==> src/rtl/filt_pkg.sv <==
// Shared types and constants for the two-stage HPF/LPF sequencer.
package filt_pkg;

    typedef enum logic [1:0] {
        IDLE = 2'd0,
        HPF  = 2'd1,
        LPF  = 2'd2
    } seq_state_t;

    localparam logic FILT_LPF = 1'b0;
    localparam logic FILT_HPF = 1'b1;

    localparam int unsigned FS_DEFAULT = 88200;
    localparam int unsigned F_W        = 16;
    localparam int unsigned FS_W       = 17;

endpackage

==> src/rtl/filt_hist_reg.sv <==
// One filter stage's x[n-1]/y[n-1] history pair with update and synchronous clear.
module filt_hist_reg #(
    parameter int unsigned N           = 10,
    parameter int unsigned RESET_LEVEL = 512
) (
    input  logic         clk,
    input  logic         reset_n,
    input  logic         clear,
    input  logic         update,
    input  logic [N-1:0] x_in,
    input  logic [N-1:0] y_in,
    output logic [N-1:0] x_prev,
    output logic [N-1:0] y_prev
);

    always_ff @(posedge clk or negedge reset_n) begin
        if (!reset_n) begin
            x_prev <= N'(RESET_LEVEL);
            y_prev <= N'(RESET_LEVEL);
        end else if (clear) begin
            x_prev <= N'(RESET_LEVEL);
            y_prev <= N'(RESET_LEVEL);
        end else if (update) begin
            x_prev <= x_in;
            y_prev <= y_in;
        end
    end

endmodule

==> src/rtl/biquad_stage_sequencer.sv <==
// Time-shares one external first-order diffEq datapath across an HPF then an LPF
// stage per sample; owns stage histories and registers all operands to the datapath.
module biquad_stage_sequencer
    import filt_pkg::*;
#(
    parameter int unsigned N           = 10,
    parameter int unsigned FS          = FS_DEFAULT,
    parameter int unsigned SETTLE      = 4,
    parameter int unsigned RESET_LEVEL = 512
) (
    input  logic                 clk,
    input  logic                 reset_n,
    input  logic                 sample_valid,
    input  logic [N-1:0]         sample_in,
    input  logic [F_W-1:0]       f_hpf,
    input  logic [F_W-1:0]       f_lpf,
    input  logic                 hpf_en,
    input  logic                 lpf_en,
    input  logic                 clear_hist,
    output logic [0:1][N-1:0]    de_x,
    output logic [N-1:0]         de_y,
    output logic [F_W-1:0]       de_f,
    output logic [FS_W-1:0]      de_fs,
    output logic                 de_filt_type,
    input  logic [N-1:0]         de_out,
    output logic [N-1:0]         sample_out,
    output logic                 out_valid,
    output logic                 busy,
    output logic                 overrun
);

    localparam int unsigned CNT_W = (SETTLE > 1) ? $clog2(SETTLE) : 1;

    seq_state_t         state;
    seq_state_t         next_state;
    logic [CNT_W-1:0]   cnt;
    logic               settled;
    logic               accept;
    logic               hpf_done;
    logic               lpf_done;
    logic               drop;

    logic [N-1:0]       sample_q;
    logic [F_W-1:0]     f_lpf_q;
    logic               hpf_en_q;
    logic               lpf_en_q;
    logic [N-1:0]       hpf_res;
    logic [N-1:0]       hpf_res_next;
    logic [N-1:0]       lpf_res_next;

    logic [N-1:0]       hpf_x_prev;
    logic [N-1:0]       hpf_y_prev;
    logic [N-1:0]       lpf_x_prev;
    logic [N-1:0]       lpf_y_prev;

    assign de_fs = FS_W'(FS);

    // A disabled stage still spends its settle window, passing its input through.
    assign hpf_res_next = hpf_en_q ? de_out : sample_q;
    assign lpf_res_next = lpf_en_q ? de_out : hpf_res;

    always_ff @(posedge clk or negedge reset_n) begin
        if (!reset_n) state <= IDLE;
        else          state <= next_state;
    end

    always_comb begin
        next_state = state;
        accept     = 1'b0;
        hpf_done   = 1'b0;
        lpf_done   = 1'b0;
        drop       = 1'b0;
        settled    = (cnt == CNT_W'(SETTLE - 1));
        if (clear_hist) begin
            next_state = IDLE;
        end else begin
            case (state)
                IDLE: begin
                    if (sample_valid) begin
                        accept     = 1'b1;
                        next_state = HPF;
                    end
                end
                HPF: begin
                    drop = sample_valid;
                    if (settled) begin
                        hpf_done   = 1'b1;
                        next_state = LPF;
                    end
                end
                LPF: begin
                    drop = sample_valid;
                    if (settled) begin
                        lpf_done   = 1'b1;
                        next_state = IDLE;
                    end
                end
                default: next_state = IDLE;
            endcase
        end
    end

    // Settle counter, per-sample latches, stage results and status strobes.
    always_ff @(posedge clk or negedge reset_n) begin
        if (!reset_n) begin
            cnt        <= '0;
            sample_q   <= N'(RESET_LEVEL);
            f_lpf_q    <= '0;
            hpf_en_q   <= 1'b0;
            lpf_en_q   <= 1'b0;
            hpf_res    <= N'(RESET_LEVEL);
            sample_out <= N'(RESET_LEVEL);
            out_valid  <= 1'b0;
            overrun    <= 1'b0;
            busy       <= 1'b0;
        end else begin
            out_valid <= lpf_done;
            overrun   <= drop;
            busy      <= (next_state != IDLE);
            if (clear_hist || accept || hpf_done || lpf_done) begin
                cnt <= '0;
            end else if (state != IDLE) begin
                cnt <= cnt + CNT_W'(1);
            end
            if (accept) begin
                sample_q <= sample_in;
                f_lpf_q  <= f_lpf;
                hpf_en_q <= hpf_en;
                lpf_en_q <= lpf_en;
            end
            if (hpf_done) hpf_res    <= hpf_res_next;
            if (lpf_done) sample_out <= lpf_res_next;
        end
    end

    // Operand registers: loaded at stage entry, held through settle and while idle.
    always_ff @(posedge clk or negedge reset_n) begin
        if (!reset_n) begin
            de_x         <= {N'(RESET_LEVEL), N'(RESET_LEVEL)};
            de_y         <= N'(RESET_LEVEL);
            de_f         <= '0;
            de_filt_type <= FILT_LPF;
        end else if (accept) begin
            de_x         <= {sample_in, hpf_x_prev};
            de_y         <= hpf_y_prev;
            de_f         <= f_hpf;
            de_filt_type <= FILT_HPF;
        end else if (hpf_done) begin
            de_x         <= {hpf_res_next, lpf_x_prev};
            de_y         <= lpf_y_prev;
            de_f         <= f_lpf_q;
            de_filt_type <= FILT_LPF;
        end
    end

    filt_hist_reg #(.N(N), .RESET_LEVEL(RESET_LEVEL)) u_hpf_hist (
        .clk     (clk),
        .reset_n (reset_n),
        .clear   (clear_hist),
        .update  (hpf_done),
        .x_in    (sample_q),
        .y_in    (hpf_res_next),
        .x_prev  (hpf_x_prev),
        .y_prev  (hpf_y_prev)
    );

    filt_hist_reg #(.N(N), .RESET_LEVEL(RESET_LEVEL)) u_lpf_hist (
        .clk     (clk),
        .reset_n (reset_n),
        .clear   (clear_hist),
        .update  (lpf_done),
        .x_in    (hpf_res),
        .y_in    (lpf_res_next),
        .x_prev  (lpf_x_prev),
        .y_prev  (lpf_y_prev)
    );

endmodule
==> config.mk <==
export PLATFORM = sky130hd
export DESIGN_NAME = biquad_stage_sequencer
export DESIGN_NICKNAME = d
export VERILOG_FILES = /design/src/rtl/filt_pkg.sv /design/src/rtl/filt_hist_reg.sv /design/src/rtl/biquad_stage_sequencer.sv
export SDC_FILE = /design/constraint.sdc
export NUM_CORES = 1
export LEC_CHECK = 0
export BUFFER_PORTS_ARGS = -buffer_cell sky130_fd_sc_hd__buf_2
export CORE_ASPECT_RATIO = 1.25
export CORE_MARGIN = 5
export CORE_UTILIZATION = 41
export DETAILED_ROUTE_END_ITERATION = 12
export PLACE_DENSITY = 0.63
export SKIP_CTS_REPAIR_TIMING = 1
export SYNTH_ARGS = -nofsm -noshare
export SYNTH_HDL_FRONTEND = slang
export SYNTH_HIERARCHICAL = 1
export SYNTH_SLANG_ARGS = --single-unit
==> constraint.sdc <==
create_clock -name clk -period 1.6 [get_ports clk]
set_input_delay 0.24 -clock clk [delete_from_list [all_inputs] [get_ports clk]]
set_output_delay 0.24 -clock clk [all_outputs]
set_load 0.02 [all_outputs]
## Yosys cells after proc, flatten, opt, wreduce, memory -nomap -nowiden

Index checks and enable logic that the tools add are counted.

- Bits in registers: 142
- Word-level logic and storage cells: 70

- Add/subtract/negate cells: 1
- Equality and inequality tests: 3
- Mux-type cells: 35
- Reduce and logical (&&, ||, !) cells: 11

Operators with widths:

| kind | count |
|---|---|
| $mux W10 | 12 |
| $mux W20 | 2 |
| $mux W16 | 2 |
| $mux W1 | 12 |
| $mux W2 | 6 |
| $reduce_bool A2 Y1 | 6 |
| $pmux W2 S3 | 1 |
| $eq A2 B2 Y1 const B | 2 |
| $logic_or A1 B1 Y1 | 3 |
| $add A2 B1 Y2 const B | 1 |
| $eq A2 B1 Y1 const B | 1 |
| $logic_not A2 Y1 | 1 |
| $reduce_or A2 Y1 | 1 |

## Longest topological paths before layout

Gate-level depths: netlist (run 1).

- Word-level depth: 7
- Gate-level depth with buffers: 9
- Depth with buffers taken out: 6

## Hierarchy

The synthesis (run 1) kept the hierarchy.

Modules (own cells, without submodules):

| module | instances | cells an instance | area each (µm²) | sequential area each (µm²) |
|---|---|---|---|---|
| biquad_stage_sequencer | 1 | 513 | 4832.1 | 2560.0 |
| filt_hist_reg | 2 | 64 | 810.8 | 503.0 |

## Worst setup path before layout (run 1)

OpenSTA, ideal clock, no wires.

- Path kind: register -> register
- Start point: reg state[1]
- End point: reg u_hpf_hist.x_prev[6]
- Setup time: 0.132 ns
- Arrival: 1.496 ns
- Path slack: -0.028 ns
- Cell stages (with the launch flop): 10
- Buffers on the path: 3
- Clock period less this slack: 1.628 ns
- Cells stage by stage: dfrtp_1 > inv_1 > ha_1 > nand3b_4 > inv_4 > buf_6 > buf_6 > buf_6 > mux2i_1 > nor2_1

- Word-level cells in the longest chain between the ends: 4

Ends and longest elaborated chain:

| element | line | RTL |
|---|---|---|
| start, declared | biquad_stage_sequencer.sv:34 | `seq_state_t state;` |
| start signal, assigned | biquad_stage_sequencer.sv:64 | `else state <= next_state;` |
| $eq A2 B1 Y1 | biquad_stage_sequencer.sv:77 | `case (state)` |
| $mux W1 | biquad_stage_sequencer.sv:77 |  |
| $mux W1 | biquad_stage_sequencer.sv:74 | `if (clear_hist) begin` |
| net hpf_done | biquad_stage_sequencer.sv:39 | `logic hpf_done;` |
| $reduce_bool A2 Y1 (no line) | n/a |  |
| end signal, assigned | filt_hist_reg.sv:18 | `x_prev <= N'(RESET_LEVEL);` |
| end signal, assigned | filt_hist_reg.sv:21 | `x_prev <= N'(RESET_LEVEL);` |
| end signal, assigned | filt_hist_reg.sv:24 | `x_prev <= x_in;` |
| end, declared | filt_hist_reg.sv:12 | `output logic [N-1:0] x_prev,` |

The timed path passes the listed nets, and every way through them passes these cells.
A chain may end at the register's enable or synchronous reset.

## Final worst setup path (run 1)

- Start point: reg state[1]
- End point: reg u_hpf_hist.x_prev[7]

- Word-level cells in the longest chain between the ends: 4

Ends and longest elaborated chain:

| element | line |
|---|---|
| $eq A2 B1 Y1 | biquad_stage_sequencer.sv:77 |
| $mux W1 | biquad_stage_sequencer.sv:77 |
| $mux W1 | biquad_stage_sequencer.sv:74 |
| $reduce_bool A2 Y1 (no line) | n/a |

No other way between the ends.

==> results of run 1 <==
==> report_power, final <==
part           internal (W)  total [W]  switching, W  leakage (nW)
logic              0.000629    0.00160      0.000971          1.82
clock network       0.00254    0.00415       0.00161         0.302
registers           0.00396    0.00418      0.000219          1.80
total               0.00712    0.00992       0.00280          3.92
==> stage by stage <==
| stage | hold WS (ns) | cell area, um^2 | setup TNS, ns | power, W | cells |
|---|---|---|---|---|---|
| after CTS | -0.229 | 7860 | -1.62 | 0.0100 | 982 |
| after global routing | 0.0169 | 7990 | -0.129 | 0.0104 | 985 |
| after global placement | 0.220 | 7240 | 0 | 0.00579 | 950 |
| after floorplan | -0.0556 | 6520 | -0.0676 | 0.00523 | 656 |
| final | 0.0176 | 7990 | 0 | 0.00992 | 985 |
| after detailed placement | 0.223 | 7240 | -0.129 | 0.00583 | 950 |
==> flip-flops by register name (all words and copies together), names as in the netlist <==
register and count:
u_lpf_hist/x_prev 10, f_lpf_q 16, u_hpf_hist/y_prev 10, de_filt_type 1
de_x 20, out_valid 1, sample_out 10, state 2
hpf_en_q 1, overrun 1, sample_q 10, lpf_en_q 1
busy 1, u_lpf_hist/y_prev 10, de_f 16, hpf_res 10
cnt 2, u_hpf_hist/x_prev 10, de_y 10
==> cell usage after synthesis, drive strengths merged <==
master  instances  area, um^2
nand2         188         706
dfrtp         132        3300
nor2          107         402
buf            52         418
a31oi          36         350
mux2i          36         360
mux2           20         225
o21ai          17        85.1
dfstp          10         263
nor2b           6        37.5
clkbuf          5        18.8
ha              5        62.6
a211o           4        35.0
inv             4        17.5
nand3b          3        47.6
o31ai           3        37.5
a21oi           2        10.0
and3b           2        17.5
conb            2        7.51
nor4            2        12.5
a211oi          1        7.51
a311oi          1        8.76
and2b           1        7.51
nor3            1        5.00
o31a            1        8.76
==> cell families (layout without fill, tap and decap cells) <==
kind of cell	after synthesis	count (layout)	synth area share, %
buf+inv	61	178	7.04
other cells	2	17	0.116
mux	56	56	9.07
fa+ha+maj	5	5	0.969
flops	142	142	55.3
compound gates	65	65	8.41
simple gates	310	310	19.1
==> worst max-delay path: stages (launching register included) <==
cell and delay, ns:
dfrtp_1 0.42, inv_2 0.12, ha_4 0.16, nand3b_4 0.13, clkinv_8 0.11, buf_12 0.16
mux2i_2 0.24, nor2_1 0.06
==> layout by cell type (no fill, tap or decap), drive strengths merged, types with 6 or more instances in the layout <==
cell | synthesis | routed
dfstp | 10 | 10
mux2 | 20 | 20
mux2i | 36 | 36
dfrtp | 132 | 132
clkbuf | 5 | 21
buf | 52 | 139
nor2 | 107 | 107
o21ai | 17 | 17
inv | 4 | 8
conb | 2 | 17
nor2b | 6 | 6
a31oi | 36 | 36
nand2 | 188 | 188
==> worst paths after layout <==
check	to	start	slack (ns)
setup / recovery	u_hpf_hist/x_prev[7]$_DFFE_PN0P_	state[1]$_DFF_PN0_	0.04
hold / removal	f_lpf_q[5]$_DFFE_PN0N_	f_lpf[5]	0.02
setup reg to reg	u_hpf_hist/x_prev[7]$_DFFE_PN0P_	state[1]$_DFF_PN0_	0.04
hold reg to reg	sample_out[9]$_DFFE_PN1P_	sample_out[9]$_DFFE_PN1P_	0.46
max in group asynchronous	de_x[16]$_DFFE_PN0P_	reset_n	0.64
min in group asynchronous	de_y[2]$_DFFE_PN0P_	reset_n	0.34
==> layer usage <==
metal  vias up  global-route usage (%)  wire length [um]
li1       2303                       -                 -
met1      2371                    23.2              7140
met2       127                    29.7              8120
met3        10                    4.17               879
met4         0                    5.77               165
met5         -                       0                 0
==> layout make-up <==
class                      instances  area [um^2]
clock buffer                      19          443
fill                            1438         7520
multi-input combinational        453         2550
sequential                       142         3570
clock inverter                    13          178
tap                              212          265
timing repair buffer             142          962
inverter                           4         27.5
==> results.ini, run 1 <==
[status]
status = complete, no violations

[yosys]
yosysUniqueCellTypes = 31
synthCells = 641
yosysWarningCount = 6
avgSynthCellArea_um2 = 10.1
ys_ff_latch = 142
yosysSeqAreaShare_pct = 55.3
syn_area_um2 = 6450

[power_and_ir_drop]
power.leakage_nw = 3.92
p_per_area_nw_per_um2 = 1240
peakVddDrop_mv = 0.699

[drt]
drt.antenna.violating_nets = 0
route.final.wire_length_um = 16300
drtPass1Iterations = 4
dr.first_iter.drc_count = 219
vias = 4811
viasPerCell = 4.88
routedWlPerCell_um = 16.6
remaining_drc_errors = 0

[floorplan]
die_x_um = 122
die_h_um = 150
core-area_um2 = 15500
dieArea_um2 = 18400
rows = 51
top_level_ports = 135
start_util_pct = 41.6

[global_routing]
grt_pass1_vias = 5049
grt-ovfl-total = 0
grt_pass1_wl_um = 25800
antenna_found_initial = 0
grt_util_all_layers_pct = 17.9
grt_start_max_net_pins = 50

[critical_path]
arrival_ns = 1.83
crit_path_end_kind = flip-flop
critPathMaxFanout = 16
critPathLaunchType = flip-flop
reg2regPathDepth = 7
required_ns = 1.88
critical_path_class = flip-flop to flip-flop

[clock_tree]
cts_made_buffers = 17
cts-root-buf = clkbuf_16
worstSkewPairLatency_ns = 0.42
cts_max_path_buffers = 2
htreeDepth = 4
cts_tree = done
clk_pin_slew_ns = 0.06
clock_sinks = 142

[sta]
worstMarginPinSlew_ns = 0.513
min_period_ns = 1.56
finalSetupViolCount = 0
drv_slew = 0
rsz0062_at_grt = true
finalHoldViolCount = 0
clock_skew_ns = 0.0137
fin_crit_sh_pct = 97.4
fmax_mhz = 642
fin_ws_ns = 0.0418
relSlewSlack_pct = 65.8

[final_layout]
nets = 823
n_antenna_cell = 0
drive_above_1_share_pct = 30.9
syn2layout_area_growth_pct = 23.8
final_core_util_pct = 51.5

[hold_path]
worstHoldPathType = primary input to flip-flop
hold_path_depth = 3

[placed_design]
port_buffers = 117
place.gp.congestion = 0.774
dp_hpwl_um = 10600
pre_cts_ws_ns = -0.0273

[job]
max-cap-violations = 0

No activity file was read; power rests on OpenSTA's default activity.
==> inputs of run 2 (changes only) <==
Settings changed: CORE_UTILIZATION 41 to 49, PLACE_DENSITY 0.63 to 0.74.
==> results.ini, run 2 (synthesis gave the netlist of run 1 again) <==
[status]
status = finished with violations  ; was complete, no violations
violations = setup timing

[clock_tree]
cts-root-buf = clkbuf_16  ; unchanged
clock_sinks = 142  ; unchanged
cts_max_path_buffers = 2  ; unchanged
cts_tree = done  ; unchanged
htreeDepth = 4  ; unchanged
worstSkewPairLatency_ns = 0.41  ; was 0.42 ns
cts_made_buffers = 17  ; unchanged
clk_pin_slew_ns = 0.06  ; about the same

[power_and_ir_drop]
p_int_w = 0.00691  ; was 0.00712 W
p_per_area_nw_per_um2 = 1210  ; was 1240 nW/um^2
peakVddDrop_mv = 0.661  ; was 0.699 mV
power_frac_comb_pct = 16.4  ; was 16.1%
power.leakage_nw = 3.93  ; was 3.92 nW
clock_power_share_pct = 40.3  ; was 41.8%
p_sw_share_pct = 28.5  ; was 28.2%
p_seq_share_pct = 43.3  ; was 42.1%
p_switching_w = 0.00275  ; was 0.00280 W

[job]
max-cap-violations = 0  ; unchanged

[final_layout]
num-fill-cells = 1038  ; was 1438
drive_above_1_share_pct = 31.4  ; was 30.9%
final_area_um2 = 7960  ; was 7990 um^2
nets = 828  ; was 823
final_core_util_pct = 60.7  ; was 51.5%
final-seq-area_um2 = 3570  ; about the same
top_register = de_x  ; unchanged
layout_commonest_cell = nand2_1  ; unchanged
layout_common_cells = nand2_1 (188), dfrtp_1 (130), buf_2 (116)  ; was nand2_1 (188), dfrtp_1 (132), buf_2 (116)
multiInputGateArea_um2 = 2530  ; was 2550 um^2
n_antenna_cell = 0  ; unchanged
largest_reg_flops = 20  ; unchanged
syn2layout_area_growth_pct = 23.3  ; was 23.8%
reg_top3 = de_x x20, de_f x16, f_lpf_q x16  ; unchanged

[sta]
finalSetupViolCount = 1  ; was 0
fin_crit_sh_pct = 101  ; was 97.4%
fin_ws_ns = -0.0201  ; was 0.0418 ns
fmax_mhz = 617  ; was 642 MHz
finalHoldViolCount = 0  ; unchanged
drv_slew = 0  ; unchanged
whs_ns = 0.0136  ; was 0.0176 ns
clock_skew_ns = 0.0124  ; was 0.0137 ns
fin_tns_setup_ns = -0.0201  ; was 0 ns
min_period_ns = 1.62  ; was 1.56 ns
rsz0062_at_grt = true  ; unchanged

[hold_path]
holdCritStartpoint = f_lpf[9]  ; was f_lpf[5]
hold_path_end = f_lpf_q[9]$_DFFE_PN0N_  ; was f_lpf_q[5]$_DFFE_PN0N_
worstHoldPathType = primary input to flip-flop  ; unchanged
hold_path_depth = 3  ; unchanged

[drt]
route.final.wire_length_um = 16400  ; was 16300 um
vias = 4941  ; was 4811
drtPass1Iterations = 5  ; was 4
routedWlPerCell_um = 17.2  ; was 16.6 um
viasPerCell = 5.21  ; was 4.88
dr.first_iter.drc_count = 398  ; was 219
remaining_drc_errors = 0  ; unchanged
drt.antenna.violating_nets = 0  ; unchanged

[critical_path]
worstReg2RegStart = state[1]$_DFF_PN0_  ; unchanged
r2r_slack_ns = -0.02  ; was 0.04 ns
arrival_ns = 1.89  ; was 1.83 ns
reg2regPathDepth = 7  ; unchanged
critPathLaunchType = flip-flop  ; unchanged
crit-reg2reg-capture = u_hpf_hist/x_prev[8]$_DFFE_PN0P_  ; was u_hpf_hist/x_prev[7]$_DFFE_PN0P_
critPathMaxFanout = 6  ; was 16
crit_path_end_kind = flip-flop  ; unchanged
required_ns = 1.87  ; was 1.88 ns
critical_path_class = flip-flop to flip-flop  ; unchanged

[placed_design]
place.gp.congestion = 0.822  ; was 0.774
place_area_um2 = 7220  ; was 7240 um^2
dp_hpwl_um = 10500  ; was 10600 um
pre_cts_ws_ns = -0.0176  ; was -0.0273 ns
port_buffers = 117  ; unchanged

[floorplan]
dieArea_um2 = 15600  ; was 18400 um^2
top_level_ports = 135  ; unchanged
die_h_um = 138  ; was 150 um
die_x_um = 113  ; was 122 um
start_util_pct = 49.2  ; was 41.6%
rows = 47  ; was 51
core-area_um2 = 13100  ; was 15500 um^2

[global_routing]
grt_util_all_layers_pct = 20.3  ; was 17.9%
grt_start_max_net_pins = 51  ; was 50
grt_pass1_wl_um = 25600  ; was 25800 um
grt-ovfl-total = 0  ; unchanged
antenna_found_initial = 0  ; unchanged
grt_pass1_vias = 5058  ; was 5049

-- run 2: cell count changes in the layout (fill, tap and decap cells not counted), sizes merged --
cell      before  now
clkbuf        21   22
clkinvlp       1    4
clkinv         5    6
buf          139  143
bufinv         3    2
inv            8    5
-- run 2: per-layer routing --
metal | up-vias | part of all wire, % | GRT usage, %
li1 | 2310 | - | -
met5 | - | 0 | 0
met2 | 172 | 49 | 32.5
met3 | 34 | 6.3 | 5.64
met4 | 0 | 2.8 | 7.85
met1 | 2425 | 42 | 26.3
-- run 2: power groups by stage --
stage / combinational [W] / sequential (W) / clock, W
2_1_floorplan: 0.000766 / 0.00446 / 0
3_3_place_gp: 0.00154 / 0.00422 / 0
3_5_place_dp: 0.00157 / 0.00423 / 0
4_1_cts: 0.00158 / 0.00417 / 0.00393
5_1_grt: 0.00173 / 0.00422 / 0.00411
6_report: 0.00159 / 0.00418 / 0.00390
-- run 2: how the worst max path moves through the flow --
stage / from / endpoint / depth (start not counted)
4_1_cts: state[1]$_DFF_PN0_ / u_hpf_hist/x_prev[2]$_DFFE_PN0P_ / 7
6_report: state[1]$_DFF_PN0_ / u_hpf_hist/x_prev[8]$_DFFE_PN0P_ / 7
2_1_floorplan: state[1]$_DFF_PN0_ / u_hpf_hist/x_prev[6]$_DFFE_PN0P_ / 9
3_5_place_dp: state[1]$_DFF_PN0_ / u_hpf_hist/x_prev[1]$_DFFE_PN0P_ / 7
3_3_place_gp: state[1]$_DFF_PN0_ / u_hpf_hist/x_prev[9]$_DFFE_PN1P_ / 7
5_1_grt: state[0]$_DFF_PN0_ / u_lpf_hist/x_prev[0]$_DFFE_PN0P_ / 7
-- run 2: final cells by class --
| type | instances | share of cell area, % |
|---|---|---|
| repair buffers | 147 | 13.1 |
| multi-input cells | 453 | 31.8 |
| well taps | 171 | 2.69 |
| inverters | 4 | 0.315 |
| clock inverters | 13 | 1.76 |
| clock buffers | 19 | 5.57 |
| flip-flops and latches | 142 | 44.8 |
-- run 2: through the flow --
step,instances,total power (W)
6_report,949,0.00966
5_1_grt,949,0.0101
4_1_cts,942,0.00969
3_5_place_dp,910,0.00580
3_3_place_gp,910,0.00575
2_1_floorplan,656,0.00523
-- run 2: critical path: stages, from the launching register on --
cell	delay (ns)
dfrtp_2	0.45
inv_2	0.10
ha_4	0.15
nand3b_4	0.14
inv_8	0.13
buf_4	0.16
mux2i_1	0.25
nor2_1	0.09
